$ cat config.mk
export PLATFORM = sky130hd
export DESIGN_NAME = avalanche_sequencer
export DESIGN_NICKNAME = d
export VERILOG_FILES = /design/src/rtl/des_pkg.sv /design/src/rtl/popcount64.sv /design/src/rtl/avalanche_sequencer.sv
export SDC_FILE = /design/constraint.sdc
export NUM_CORES = 1
export LEC_CHECK = 0
export CORE_UTILIZATION = 45
export CTS_BUF_LIST = sky130_fd_sc_hd__clkbuf_2
export DETAILED_ROUTE_END_ITERATION = 16
export PLACE_DENSITY = 0.72
export SYNTH_ARGS = -nofsm -noshare
export SYNTH_HDL_FRONTEND = slang
export SYNTH_SLANG_ARGS = --single-unit
export TNS_END_PERCENT = 50
$ cat constraint.sdc
create_clock -name clk -period 17.11 [get_ports clk]
set_input_delay 3.422 -clock clk [delete_from_list [all_inputs] [get_ports clk]]
set_output_delay 3.422 -clock clk [all_outputs]
set_load 0.01 [all_outputs]
$ cat src/rtl/des_pkg.sv
// Shared state encoding and datapath widths for the DES avalanche sequencer.
package des_pkg;

  localparam int BLOCK_W = 64;
  localparam int HD_W    = 7;
  localparam int IDX_W   = 6;
  localparam int SUM_W   = 13;

  typedef enum logic [2:0] {
    IDLE,
    BASE_CLR,
    BASE_RUN,
    FLIP_CLR,
    FLIP_RUN,
    COMPARE,
    DONE,
    ERROR
  } state_t;

endpackage

$ cat src/rtl/popcount64.sv
// Combinational population count of a 64-bit word.
module popcount64
  import des_pkg::*;
(
  input  logic [BLOCK_W-1:0] value,
  output logic [HD_W-1:0]    count
);

  always_comb begin
    count = '0;
    for (int i = 0; i < BLOCK_W; i++) begin
      count = count + HD_W'(value[i]);
    end
  end

endmodule

$ cat src/rtl/avalanche_sequencer.sv
// Drives an external DES core through a baseline run plus 64 single-bit-flip runs
// and reports the ciphertext Hamming distance of each flip with sweep statistics.
module avalanche_sequencer
  import des_pkg::*;
#(
  parameter int TIMEOUT = 255,
  parameter int CLR_CYC = 2
) (
  input  logic               clk,
  input  logic               reset,
  input  logic               start,
  input  logic [BLOCK_W-1:0] base_i,
  input  logic [BLOCK_W-1:0] key_i,
  output logic               des_reset_o,
  output logic               des_enable_o,
  output logic               des_mode_o,
  output logic [BLOCK_W-1:0] des_data_o,
  output logic [BLOCK_W-1:0] des_key_o,
  input  logic [BLOCK_W-1:0] des_data_i,
  input  logic               des_ready_i,
  output logic [IDX_W-1:0]   bit_idx_o,
  output logic [HD_W-1:0]    hd_o,
  output logic               hd_valid_o,
  output logic [SUM_W-1:0]   hd_sum_o,
  output logic [HD_W-1:0]    hd_min_o,
  output logic [HD_W-1:0]    hd_max_o,
  output logic               busy_o,
  output logic               done_o,
  output logic               error_o
);

  localparam logic [15:0]      CLR_LAST = 16'(CLR_CYC - 1);
  localparam logic [15:0]      RUN_LAST = 16'(TIMEOUT - 1);
  localparam logic [IDX_W-1:0] LAST_IDX = '1;

  state_t             state, next_state;
  logic [15:0]        cyc_cnt;
  logic [BLOCK_W-1:0] base_q, key_q, baseline_q, flip_q;
  logic [IDX_W-1:0]   idx;
  logic [HD_W-1:0]    hd;
  logic               in_run, run_ready, run_expired, accept;

  popcount64 u_popcount (
    .value(flip_q ^ baseline_q),
    .count(hd)
  );

  // The first RUN cycle never completes, so a stale ready from the core is ignored.
  assign in_run      = (state == BASE_RUN) || (state == FLIP_RUN);
  assign run_ready   = in_run && (cyc_cnt != '0) && des_ready_i;
  assign run_expired = in_run && !run_ready && (cyc_cnt == RUN_LAST);
  assign accept      = start && ((state == IDLE) || (state == ERROR));

  always_ff @(posedge clk or posedge reset) begin
    if (reset) begin
      state <= IDLE;
    end else begin
      state <= next_state;
    end
  end

  always_comb begin
    next_state   = state;
    des_reset_o  = 1'b0;
    des_enable_o = 1'b0;
    des_mode_o   = 1'b1;
    des_data_o   = '0;
    des_key_o    = '0;
    case (state)
      IDLE, ERROR: if (accept) next_state = BASE_CLR;
      BASE_CLR:    if (cyc_cnt == CLR_LAST) next_state = BASE_RUN;
      FLIP_CLR:    if (cyc_cnt == CLR_LAST) next_state = FLIP_RUN;
      BASE_RUN, FLIP_RUN: begin
        des_reset_o  = 1'b1;
        des_enable_o = 1'b1;
        des_mode_o   = 1'b0;
        des_key_o    = key_q;
        des_data_o   = (state == BASE_RUN) ? base_q : (base_q ^ (BLOCK_W'(1) << idx));
        if (run_ready) begin
          next_state = (state == BASE_RUN) ? FLIP_CLR : COMPARE;
        end else if (run_expired) begin
          next_state = ERROR;
        end
      end
      COMPARE:     next_state = (idx == LAST_IDX) ? DONE : FLIP_CLR;
      DONE:        next_state = IDLE;
      default:     next_state = IDLE;
    endcase
  end

  // Datapath: one shared cycle counter restarts on every state change.
  always_ff @(posedge clk or posedge reset) begin
    if (reset) begin
      cyc_cnt    <= '0;
      base_q     <= '0;
      key_q      <= '0;
      baseline_q <= '0;
      flip_q     <= '0;
      idx        <= '0;
      bit_idx_o  <= '0;
      hd_o       <= '0;
      hd_valid_o <= 1'b0;
      hd_sum_o   <= '0;
      hd_min_o   <= '0;
      hd_max_o   <= '0;
    end else begin
      cyc_cnt    <= (next_state != state) ? '0 : cyc_cnt + 16'd1;
      hd_valid_o <= 1'b0;
      if (accept) begin
        base_q   <= base_i;
        key_q    <= key_i;
        idx      <= '0;
        hd_sum_o <= '0;
        hd_max_o <= '0;
        hd_min_o <= '1;
      end
      if ((state == BASE_RUN) && run_ready) baseline_q <= des_data_i;
      if ((state == FLIP_RUN) && run_ready) flip_q <= des_data_i;
      if (state == COMPARE) begin
        hd_o       <= hd;
        bit_idx_o  <= idx;
        hd_valid_o <= 1'b1;
        hd_sum_o   <= hd_sum_o + SUM_W'(hd);
        if (hd < hd_min_o) hd_min_o <= hd;
        if (hd > hd_max_o) hd_max_o <= hd;
        if (idx != LAST_IDX) idx <= idx + 1'b1;
      end
    end
  end

  assign busy_o  = (state != IDLE) && (state != ERROR);
  assign done_o  = (state == DONE);
  assign error_o = (state == ERROR);

endmodule
==> results by group <==
Timing
  – Max Clk Rate: 0.119 GHz
  – RSZ-0062 raised after global routing: false
  – Worst Skew: about 0.052 ns
  – Final Hold Fails: 0
  – Setup TNS: 0 ns
  – Worst slew margin: 28.6%
  – Final Cycle Share: a little under 50%
  – Hold_ws: between 0.4 and 0.5 ns
  – Post-layout minimum cycle time: between 8 and 9 ns
  – Tightest Pin Transition: between 1 and 1.5 ns
  – Final Max Slew Viols: 0
  – Final setup violating endpoints: 0

Global routing
  – First-pass GRT wire length: between 70,000 and 80,000 um
  – Largest net degree at the start of global routing: between 100 and 150
  – Initial antenna violation count: 3
  – Total global-route track usage: a little under a quarter
  – Vias in the first global route: between 10,000 and 15,000
  – Grt total ovfl: 0

Critical path
  – Critical Path Most Common Cell: fa_1
  – Critical path, cell by cell: xor2_1 -> ha_1 -> fa_1 -> fa_1 -> fa_1 -> fa_1 -> fa_1 -> fa_1 -> inv_1 -> fa_1 -> fa_1 -> fa_1 -> nor2b_1 -> o21ai_0 -> a21boi_0 -> mux2i_1 -> o2111ai_1 -> inv_1 -> ha_1 -> a21oi_1 -> nor2b_1 -> o31ai_2 -> mux2i_1
  – FF-to-FF Start: baseline_q[0]
  – Critical Path Start Type: flop
  – Critical path start-end classification: flop to flop
  – Delay-heaviest family, CP: adder cells
  – WP data required: 17.98 ns
  – Highest cell delay on the worst timing path: around 0.74 ns
  – Critical path launch point: baseline_q[0]
  – R2R cell count: 23
  – Worst-path maximum fanout: 7
  – CP bufs+invs: 2
  – Crit path DAT: just over 9 ns
  – Slowest-stage cell, CP: o31ai_2
  – Kind of end point of the critical path: flop
  – Worst reg2reg setup slack: a little under 9 ns
  – Worst r2r dst: hd_max_o[4]

Worst hold path
  – Hold endpoint: key_q[27]
  – Hold Path Class: flop to flop
  – Hold depth: 2
  – Hold_sp: key_q[27]

Logic synthesis
  – Number of synthesized flops with an enable pin: 0
  – Synth Net Count: between 2,000 and 2,500
  – Yosys warns: 0
  – Seq/Total Area, Yosys: about 47%
  – Mapped Cells: 1,726
  – Netlist Area Pre-Place: 17,100 um2
  – Average size of a mapped cell: about 9.9 um2
  – Yosys cell types: 56
  – Top FF cell, synth: dfrtp_1
  – Post-synthesis register bit count: about 320
  – Fraction of registers with async set/reset: 100%

Route
  – Routed WL per cell: between 15 and 20 um
  – DRT Pass-1 Iters: 4
  – DR iter-0 viols: just under 600
  – Final WL: around 45,000 um
  – Vias per inst: just under 5
  – Antenna viol nets, final: 0
  – DRC violations left: 0
  – Total number of vias: approximately 13,000

Run status
  – Status: finished, final reports clean

Job
  – Max cap viols: 0

Placement
  – Routability cong.: ~0.84
  – # port buffers: 370
  – Post-DP HPWL: around 33,000 um

Floorplan
  – Core Rows: 71
  – Initial Util: 45.5%
  – Core Region: roughly 38,000 um2
  – Die Width: between 150 and 200 um
  – Die area: approximately 39,000 um2
  – Die H: ~200 um
  – I/O pin count: ~370

Clocking
  – CTS tree: built
  – # clock sinks: 322
  – CTS max path bufs: 3
  – Num CTS Buffers: 90
  – CTS H-tree lvls: 3
  – Worst-path clk slew: about 0.090 ns
  – Post-cts sizing count: 0
  – Setup repair bufs after CTS: 0
  – CTS root buffer: clkbuf_2
  – Cts hold-fix bufs: 0
  – Skew-Pair Late Insertion Delay: between 0.9 and 1 ns

Finish
  – Syn-to-layout area delta: 29.2%
  – Multi-input logic area: roughly 8400 um2
  – Fill cell count: 3,299
  – Storage cell area: 8060 um2
  – Proportion of layout cells with a drive suffix above 1: 13.9%
  – Nets: 2,416
## state kept, by name, indices dropped and copies added (netlist names)
| signal | cells |
|---|---|
| base_q | 64 |
| baseline_q | 64 |
| flip_q | 64 |
| key_q | 64 |
| cyc_cnt | 16 |
| hd_sum_o | 13 |
| hd_max_o | 7 |
| hd_min_o | 7 |
| hd_o | 7 |
| bit_idx_o | 6 |
| idx | 6 |
| state | 3 |
| hd_valid_o | 1 |
## worst reg2reg max path: cells and delay by family, from the launching register on
family / cells / cell delay, ns
adders and majority gates: 11 / 5.24
AOI/OAI and AO/OA: 5 / 1.50
and+or+nand+nor: 2 / 0.19
DFF: 1 / 0.40
muxes: 2 / 0.55
xor gates and xnor gates: 1 / 0.17
buffers and inverters: 2 / 0.24
## cells by family (layout without fill, tap and decap cells)
family                     Yosys count  count (layout)  share of synthesized area, %
and+or+nand+nor                    747             747                          18.9
DFF                                322             322                          47.1
buffers and inverters              164             621                          3.81
muxes                              152             152                          9.83
xor gates and xnor gates           124             124                          6.35
AOI/OAI and AO/OA                  115             115                          4.11
adders and majority gates          102             102                          9.87
other                                0               3                             0
## synth_stat cells (2+ instances only)
| master | instances | area, um2 |
|---|---|---|
| mux2_2 | 129 | 1450 |
| buf_6 | 2 | 22.5 |
| nor4_1 | 5 | 31.3 |
| nor2b_1 | 11 | 68.8 |
| ha_1 | 47 | 588 |
| or2_2 | 2 | 12.5 |
| nor3_1 | 7 | 35.0 |
| o2111ai_1 | 2 | 17.5 |
| nand2b_1 | 4 | 25.0 |
| fa_1 | 55 | 1100 |
| dfrtp_1 | 322 | 8060 |
| nor3b_1 | 3 | 22.5 |
| a22o_1 | 2 | 17.5 |
| and3_1 | 5 | 31.3 |
| nor3_2 | 2 | 20.0 |
| nor2_1 | 84 | 315 |
| xnor2_1 | 40 | 350 |
| buf_2 | 14 | 70.1 |
| o21a_1 | 2 | 15.0 |
| or3_1 | 29 | 181 |
| nand3b_1 | 2 | 15.0 |
| nand4_1 | 9 | 56.3 |
| a21o_1 | 2 | 15.0 |
| o21ai_0 | 55 | 275 |
| xor2_1 | 84 | 736 |
| nand2_1 | 479 | 1800 |
| mux2i_1 | 23 | 230 |
| inv_1 | 81 | 304 |
| a21oi_1 | 34 | 170 |
| buf_1 | 6 | 22.5 |
| clkbuf_1 | 59 | 221 |
| a211oi_1 | 3 | 22.5 |
| nand3_1 | 34 | 170 |
| and2_1 | 66 | 413 |
## worst max path at each step
stage / end / cells past startpoint
final: hd_max_o[4] / 23
after global routing: hd_max_o[2] / 24
after CTS: hd_max_o[3] / 23
after detailed placement: hd_max_o[2] / 23
after global placement: hd_max_o[0] / 21
after floorplan: base_q[0] / 1
## layout make-up
cell class | instances | area share, %
Multi-Input combinational cell | 1240 | 38.2
Clock buffer | 140 | 3.17
Antenna cell | 3 | 0.0340
Tap cell | 511 | 2.89
Timing Repair Buffer | 382 | 17.2
Clock inverter | 17 | 0.657
Inverter | 82 | 1.43
Sequential cell | 322 | 36.5
## placed cells by master (no fill, tap or decap), types with 40 or more instances in the layout
master / n
xor2_1: 84
o21ai_0: 55
clkbuf_2: 140
dfrtp_1: 322
fa_1: 55
xnor2_1: 40
mux2_2: 129
ha_1: 47
clkdlybuf4s50_1: 370
nand2_1: 479
inv_1: 80
nor2_1: 84
and2_1: 66
## layer usage
| layer | part of all wire (%) | up-vias | GRT usage, % |
|---|---|---|---|
| met3 | 7.4 | 92 | 6.57 |
| met4 | 2.8 | 0 | 8.96 |
| li1 | - | 6399 | - |
| met1 | 39 | 6442 | 28.1 |
| met5 | 0 | - | 0 |
| met2 | 51 | 440 | 41.2 |
## stage by stage
| stage | setup slack [ns] | utilization [%] | area [um2] | instances |
|---|---|---|---|---|
| global placement | 8.92 | 56.5 | 21200 | 2537 |
| floorplan | 4.78 | - | 17100 | 1726 |
| CTS | 8.67 | 58.8 | 22100 | 2694 |
| detailed placement | 8.76 | 56.5 | 21200 | 2537 |
| finish | 8.73 | 58.8 | 22100 | 2697 |
| global route | 8.27 | 58.8 | 22100 | 2696 |
Power is left out: the tool's default activity adds up to more than one toggle a clock period on the data nets, which glitch-free logic cannot reach.
